==> src/rtl/count_pkg.sv <==
// count_pkg
// Shared types and constants for the count step sequencer.
//   state_t : sequencer FSM encoding (INIT, PAUSE, RUN)
//   speed_t : speed level, 0 (slowest) .. SPEED_MAX (fastest)
//   next_speed() : saturating speed update from up/down pulses
package count_pkg;

    typedef enum logic [1:0] {
        ST_INIT  = 2'b00,
        ST_PAUSE = 2'b01,
        ST_RUN   = 2'b10
    } state_t;

    typedef logic [1:0] speed_t;

    localparam speed_t SPEED_MAX = 2'd2;

    // Pressing both buttons in the same cycle cancels out.
    function automatic speed_t next_speed(input speed_t cur,
                                          input logic   up,
                                          input logic   down);
        speed_t nxt;
        nxt = cur;
        if (up && !down && (cur != SPEED_MAX)) begin
            nxt = cur + 2'd1;
        end else if (down && !up && (cur != 2'd0)) begin
            nxt = cur - 2'd1;
        end
        return nxt;
    endfunction

endpackage

==> src/rtl/step_tick_gen.sv <==
// step_tick_gen
// Divides clk down to a one-cycle step event whose period depends on the
// selected speed level.
// Ports:
//   clk, rst  : clock, asynchronous active-high reset
//   run       : tick advances only while high; otherwise it holds
//   speed     : selects the period (TICK_SLOW / TICK_MID / TICK_FAST)
//   restart   : forces the tick back to 0 (used on a speed change)
//   step      : high during the cycle in which the tick reaches period-1
module step_tick_gen
    import count_pkg::*;
#(
    parameter int TICK_W    = 25,
    parameter int TICK_SLOW = 33554432,
    parameter int TICK_MID  = 16777216,
    parameter int TICK_FAST = 8388608
) (
    input  logic   clk,
    input  logic   rst,
    input  logic   run,
    input  speed_t speed,
    input  logic   restart,
    output logic   step
);

    localparam logic [TICK_W-1:0] LAST_SLOW = TICK_W'(TICK_SLOW - 1);
    localparam logic [TICK_W-1:0] LAST_MID  = TICK_W'(TICK_MID - 1);
    localparam logic [TICK_W-1:0] LAST_FAST = TICK_W'(TICK_FAST - 1);

    logic [TICK_W-1:0] tick;
    logic [TICK_W-1:0] last;

    always_comb begin
        last = LAST_FAST;
        case (speed)
            2'd0:    last = LAST_SLOW;
            2'd1:    last = LAST_MID;
            default: last = LAST_FAST;
        endcase
    end

    assign step = run && (tick == last);

    // A restart takes priority so a new speed always begins a full period.
    // A step on the same edge as a restart is still reported, since it
    // completed under the old period.
    always_ff @(posedge clk or posedge rst) begin
        if (rst) begin
            tick <= '0;
        end else if (restart) begin
            tick <= '0;
        end else if (run) begin
            if (step) begin
                tick <= '0;
            end else begin
                tick <= tick + TICK_W'(1);
            end
        end
    end

endmodule

==> src/rtl/count_step_sequencer.sv <==
// count_step_sequencer
// Sequences the up/down display counter: owns run/pause, speed level and the
// effective count direction, and emits one-cycle count-enable strobes.
// Ports:
//   clk, rst    : clock, asynchronous active-high reset
//   start_stop  : one-cycle pulse, toggles run/pause
//   dir_in      : level, 0 = up, 1 = down
//   speed_up    : one-cycle pulse, speed + 1 (saturates at 2)
//   speed_down  : one-cycle pulse, speed - 1 (saturates at 0)
//   at_max      : counter is at its maximum
//   at_min      : counter is at zero
//   cnt_en      : one-cycle step strobe to the counter
//   cnt_up      : effective direction, 1 = increment
//   cnt_clr     : clear strobe, high only in INIT
//   speed       : current speed level
//   running     : high in RUN
// Build option: define COUNT_STEP_AUTO_REVERSE_EN to make the counter bounce
// between its limits instead of stopping at them.
module count_step_sequencer
    import count_pkg::*;
#(
    parameter int TICK_W    = 25,
    parameter int TICK_SLOW = 33554432,
    parameter int TICK_MID  = 16777216,
    parameter int TICK_FAST = 8388608
) (
    input  logic       clk,
    input  logic       rst,
    input  logic       start_stop,
    input  logic       dir_in,
    input  logic       speed_up,
    input  logic       speed_down,
    input  logic       at_max,
    input  logic       at_min,
    output logic       cnt_en,
    output logic       cnt_up,
    output logic       cnt_clr,
    output logic [1:0] speed,
    output logic       running
);

    state_t state;
    state_t state_next;
    speed_t speed_q;
    speed_t speed_nxt;
    logic   speed_change;
    logic   step;
    logic   at_limit;
    logic   rev;

    assign speed_nxt    = next_speed(speed_q, speed_up, speed_down);
    assign speed_change = (speed_nxt != speed_q);
    assign speed        = speed_q;

    step_tick_gen #(
        .TICK_W   (TICK_W),
        .TICK_SLOW(TICK_SLOW),
        .TICK_MID (TICK_MID),
        .TICK_FAST(TICK_FAST)
    ) u_tick (
        .clk    (clk),
        .rst    (rst),
        .run    (state == ST_RUN),
        .speed  (speed_q),
        .restart(speed_change),
        .step   (step)
    );

    assign cnt_up   = ~(dir_in ^ rev);
    assign at_limit = cnt_up ? at_max : at_min;

    always_ff @(posedge clk or posedge rst) begin
        if (rst) begin
            state   <= ST_INIT;
            speed_q <= '0;
            cnt_en  <= 1'b0;
        end else begin
            state   <= state_next;
            speed_q <= speed_nxt;
            cnt_en  <= step && !at_limit;
        end
    end

    // INIT exists only to give the datapath a single clear cycle after reset.
    // A start_stop that coincides with a step leaves RUN after the step has
    // already been registered into cnt_en.
    always_comb begin
        state_next = state;
        cnt_clr    = 1'b0;
        running    = 1'b0;
        case (state)
            ST_INIT: begin
                cnt_clr    = 1'b1;
                state_next = ST_PAUSE;
            end
            ST_PAUSE: begin
                if (start_stop) begin
                    state_next = ST_RUN;
                end
            end
            ST_RUN: begin
                running = 1'b1;
                if (start_stop) begin
                    state_next = ST_PAUSE;
                end
            end
            default: begin
                state_next = ST_INIT;
            end
        endcase
    end

`ifdef COUNT_STEP_AUTO_REVERSE_EN
    logic dir_q;

    // A step blocked at a boundary reverses direction instead of idling.
    // Any operator change of dir_in wins and hands control back to dir_in.
    always_ff @(posedge clk or posedge rst) begin
        if (rst) begin
            rev   <= 1'b0;
            dir_q <= 1'b0;
        end else begin
            dir_q <= dir_in;
            if (dir_in != dir_q) begin
                rev <= 1'b0;
            end else if (step && at_limit) begin
                rev <= ~rev;
            end
        end
    end
`else
    assign rev = 1'b0;
`endif

endmodule

==> config.mk <==
export PLATFORM = sky130hd
export DESIGN_NAME = count_step_sequencer
export DESIGN_NICKNAME = d
export VERILOG_FILES = /design/src/rtl/count_pkg.sv /design/src/rtl/step_tick_gen.sv /design/src/rtl/count_step_sequencer.sv
export SDC_FILE = /design/constraint.sdc
export NUM_CORES = 1
export LEC_CHECK = 0
export CAP_MARGIN = 20
export CORE_ASPECT_RATIO = 1.25
export CORE_UTILIZATION = 50
export CTS_CLUSTER_SIZE = 28
export DETAILED_ROUTE_END_ITERATION = 6
export HOLD_SLACK_MARGIN = 0.06
export PLACE_DENSITY = 0.7
export SKIP_CTS_REPAIR_TIMING = 1
export SLEW_MARGIN = 20
export SYNTH_ARGS = -nofsm -noshare
export SYNTH_HDL_FRONTEND = slang
export SYNTH_SLANG_ARGS = --single-unit
==> constraint.sdc <==
create_clock -name clk -period 3.28 [get_ports clk]
set_clock_uncertainty 0.15 [all_clocks]
set_input_delay 0.328 -clock clk [delete_from_list [all_inputs] [get_ports clk]]
set_output_delay 0.328 -clock clk [all_outputs]
set_load 0.03 [all_outputs]
# Yosys cells after proc, flatten, opt, wreduce, memory -nomap -nowiden
# Cells that the tools add are included.
[totals] in_bits=8 output_inout_bits=6 word_cells=42 regBits=30
[classes] reduce_logical=14 addsub=3 muxes=12 bitwise_logic=1 eq_ne=8
[ops] op="$mux 25" n=3
[ops] op="$pmux 25 s2" n=1
[ops] op="$add 25x1->25 const B" n=1
[ops] op="$eq 25x25->1" n=1
[ops] op="$mux 2" n=4
[ops] op="$logic_and 1x1->1" n=6
[ops] op="$ne 2x2->1 const B" n=3
[ops] op="$pmux 2 s3" n=1
[ops] op="$eq 2x1->1 const B" n=2
[ops] op="$logic_not 2->1" n=2
[ops] op="$reduce_bool 2->1" n=2
[ops] op="$logic_not 1->1" n=3
[ops] op="$mux 1" n=3
[ops] op="$add 2x1->2 const B" n=1
[ops] op="$eq 2x2->1 const B" n=1
[ops] op="$ne 2x2->1" n=1
[ops] op="$reduce_and 2->1" n=1
[ops] op="$sub 2x1->2 const B" n=1
[ops] op="$not 1->1" n=1

# Logic depth before layout (Yosys ltp)
[logic_depth] word_depth=7 mapped_depth=8 mapped_depth_nobuf=7

# Modules after synthesis
# From an unflattened synthesis, not the netlist that was laid out.
[hier_totals] hier_cells=185 hier_area_um2=1722.9
[modules_own_cells] module="step_tick_gen" n_inst=1 seq_area_each_um2=625.6 area_per_inst_um2=1418.9 cells_each=156
[modules_own_cells] module="count_step_sequencer" n_inst=1 seq_area_each_um2=125.1 area_per_inst_um2=304.0 cells_each=29

# Worst setup path before layout
# Ideal clock, no wire load.
[synth_timing] kind="flip-flop to flip-flop" startpoint="reg speed_q[1], in the netlist speed[1]" endpoint="reg u_tick.tick[24]" path_slack_ns=0.646 synth_period_minus_slack_ns=2.634 arrival_time_ns=2.406 required_ns=3.053 setup_ns=0.077 n_path_buf=0 path_stages_with_launch=8 cell_sequence="dfrtp_1 > inv_1 > ha_1 > or3b_1 > a311oi_4 > nand3_2 > or4b_1 > a21oi_1"
[synth_via] elab_chain_len=7 elab_cells_between_ends=18 cone_classes="add/sub (2); eq/ne (4); mux (6); reduce/logical (6)"
[synth_rtl] item="from (decl)" line="count_step_sequencer.sv:44" source="speed_t speed_q;"
[synth_rtl] item="from (signal assigned)" line="count_step_sequencer.sv:79" source="speed_q <= speed_nxt;"
[synth_rtl] item="$eq 2x1->1 or $logic_not 2->1 (tied branches)" line="step_tick_gen.sv:35" source="case (speed)"
[synth_rtl] item="$pmux 25 s2" line="step_tick_gen.sv:35"
[synth_rtl] item="$eq 25x25->1" line="step_tick_gen.sv:42" source="assign step = run && (tick == last);"
[synth_rtl] item="$logic_and 1x1->1" line="step_tick_gen.sv:42"
[synth_rtl] item="$mux 25" line="step_tick_gen.sv:53" source="if (step) begin"
[synth_rtl] item="$mux 25" line="step_tick_gen.sv:52" source="end else if (run) begin"
[synth_rtl] item="$mux 25" line="step_tick_gen.sv:50" source="end else if (restart) begin"
[synth_rtl] item="to (signal assigned)" line="step_tick_gen.sv:56" source="tick <= tick + TICK_W'(1);"
[synth_rtl] item="to (decl)" line="step_tick_gen.sv:30" source="logic [TICK_W-1:0] tick;"
# Several ways; a longest one is shown, not always the timed one. The select of a mux whose other input is x is not followed.
# A chain may end at the register's enable or synchronous reset.

# Final worst setup path
# Same ends and word-level chain as after synthesis.

==> flow_summary.json <==
{
  "status": "complete, no violations",
  "sinks_on_clock_net": 30,
  "ys_ff_latch": 30,
  "path_clk_slew_ns": 0.06,
  "maximum_number_of_pins_on_one_net_before_global_route_repair": 31,
  "first_iter_violations": 23,
  "postSynthCellCount": 173,
  "fin_crit_sh_pct": 82.3,
  "met3_usage_pct": 6.21,
  "initial_utilization_pct": 51.9,
  "crit_arrival_ns": 2.75,
  "globalplace.congestion": 0.805,
  "multi_input_area_um2": 867,
  "wl_per_cell_um": 14.1,
  "synthMostInstantiatedCell": "nor2_1",
  "remaining_drc_errors": 0,
  "rows": 23,
  "rr_endpoint": "u_tick.tick[24]",
  "ctsHtreeMaxLevel": 2,
  "layout_min_cycle_time_ns": 2.70,
  "worst_reg2reg_setup_slack_ns": 0.58,
  "grt_usage_pct": 22.0,
  "synth_warn": 0,
  "crit_required_ns": 3.33,
  "slew_headroom_pct": 63.1,
  "worst_slew_pin_slew_ns": 0.552,
  "wl_um": 3240,
  "final-max-slew-violation-count": 0,
  "cts_buffer_depth": 2,
  "number_of_global_route_vias_before_repair": 1335,
  "final_net_count": 205,
  "tritoncts": "yes",
  "cts_root_buffer": "clkbuf_8",
  "final_layout_setup_total_negative_slack_ns": 0,
  "grt.met2_usage_pct": 37.5,
  "total_core_area_mm2": 0.00319,
  "synth.largest_area_cell": "dfrtp_1",
  "critPathCaptureType": "register",
  "critical_path.max_fanout": 6,
  "floorplan.io_pins": 14,
  "initial_antenna_violation_count": 0,
  "clock_buffers_created_by_tritoncts": 5,
  "grt_first_pass_wirelength_um": 5500,
  "worst_hold_slack_ns": 0.271,
  "sequential_share_of_the_synthesized_area_pct": 45.3,
  "gr-total-overflow": 0,
  "share_of_cells_above_drive_strength_1_pct": 7.25,
  "cp-start-kind": "register",
  "area_delta_synth_final_pct": 16.1,
  "io_buffer_count": 13,
  "drt_pre_antenna_iters": 4,
  "synthesis.nets": 185,
  "post_synth.cell_area_avg_um2": 9.58,
  "syn_area_mm2": 0.00166,
  "clk_latency_ns": 0.27,
  "route.antenna.remaining_nets": 0,
  "die_w_um": 53.5,
  "grt_most_used_layer": "met2",
  "synth.cells.most_frequent": "31 x nor2_1, 30 x dfrtp_1, 13 x xor2_1",
  "fmax_mhz": 370,
  "finalSetupViolCount": 0,
  "final.setup.worst_slack_ns": 0.580,
  "detailedPlacementHpwl_um": 2330,
  "crit_path_class": "register to register",
  "worst_hold_check_path_type": "input port to async pin",
  "detailedPlace.worstSlack_ns": 0.436,
  "synth-edff-count": 0,
  "ff_to_ff_path_depth": 7,
  "areal_power_density_over_the_cells_mw_per_mm2": 533,
  "floorplan.die.height_um": 66.4,
  "synth-main-ff-cell": "dfrtp_1",
  "detailroute.via_count": 1307,
  "die-area_mm2": 0.00355,
  "avgViaCountPerCell": 5.68,
  "area.sequential_um2": 751,
  "cellLeakagePower_uw": 0.000812,
  "gr-usage-met1_pct": 24.8,
  "rsz0062_at_grt": "false",
  "area_share_of_the_largest_cell_type_after_synthesis_pct": 45.3,
  "async_s_r_ff_share_synth_pct": 100,
  "layout.filler_cells": 284,
  "worst_ir_drop_vdd_mv": 0.565,
  "synth.distinct_cells": 40,
  "maxCapViolations": 0,
  "crit-reg2reg-launch": "speed[1]",
  "synthTopCellsByArea": "dfrtp_1 45%, nor2_1 7.0%, xor2_1 6.9%",
  "timing.final.hold_violations": 0,
  "antenna_cells_inserted": 0
}
report_power, final:
group | internal [uW] | leakage (uW) | switching (uW)
logic | 129 | 0.000363 | 191
clock network | 146 | 0.0000383 | 125
registers | 401 | 0.000411 | 33.0
registers in the layout, summed over array words and instances, names as in the netlist:
signal,flops
speed,2
cnt_en,1
u_tick.tick,25
state,2
stage by stage:
stage               total power, uW  cells  util, %  cell area, um2
floorplan                       656    173        -            1660
global placement                749    223     57.8            1850
detailed placement              764    223     57.8            1850
CTS                            1040    230     60.2            1920
global route                   1090    230     60.2            1920
finish                         1030    230     60.2            1920
worst max-delay path, cell delays in order, from the launching register on:
cell and delay (ns):
dfrtp_1 0.40, inv_1 0.10, ha_1 0.26, or3b_1 0.49, a311oi_4 0.45, nand3_2 0.13
or4b_1 0.48, a21oi_1 0.15
cells by family after synthesis:
logic type | after synthesis | synth area share [%]
xor+xnor | 24 | 12.7
buf+inv | 10 | 2.34
mux | 1 | 0.604
simple gates | 88 | 28.2
fa+ha+maj | 4 | 3.02
compound gates | 16 | 7.86
flops | 30 | 45.3
cell type report:
cell class	count	share of cell area, %
timing repair buffer	17	8.33
multi-input combinational	133	45.1
inverter	6	1.17
clock buffer	7	3.97
tap	37	2.41
sequential	30	39.0
routing by layer:
layer | vias to the layer above | part of all wire [%]
met5 | - | 0
met3 | 2 | 3.1
met1 | 634 | 45
met4 | 0 | 0.90
met2 | 24 | 51
li1 | 647 | -
worst max-delay path by stage:
stage	startpoint	to	slack, ns
finish	speed[1]	u_tick.tick[24]	0.58
global route	speed[1]	u_tick.tick[24]	0.45
CTS	speed[1]	u_tick.tick[24]	0.58
detailed placement	speed_up	u_tick.tick[24]	0.44
global placement	speed_up	u_tick.tick[24]	0.53
floorplan	speed[1]	u_tick.tick[24]	0.65
cell usage in the layout (no fill, tap or decap), drive strengths merged, types with 2 or more instances in the layout:
| cell type | synthesis | routed |
|---|---|---|
| nand4 | 9 | 9 |
| clkdlybuf4s50 | 0 | 13 |
| dfrtp | 30 | 30 |
| a311oi | 2 | 2 |
| xnor2 | 11 | 11 |
| or2 | 2 | 2 |
| nand2 | 9 | 9 |
| o31ai | 3 | 3 |
| nand3 | 12 | 12 |
| xor2 | 13 | 13 |
| nor3b | 3 | 3 |
| nor2 | 31 | 31 |
| a21oi | 3 | 3 |
| inv | 5 | 5 |
| buf | 1 | 4 |
| and4 | 3 | 3 |
| and3 | 3 | 3 |
| o21ai | 2 | 2 |
| or3b | 2 | 2 |
| ha | 4 | 4 |
| and2 | 2 | 2 |
| clkbuf | 3 | 7 |
| nor3 | 4 | 4 |
| nor2b | 3 | 3 |
Power figures use the tool's default switching activity.
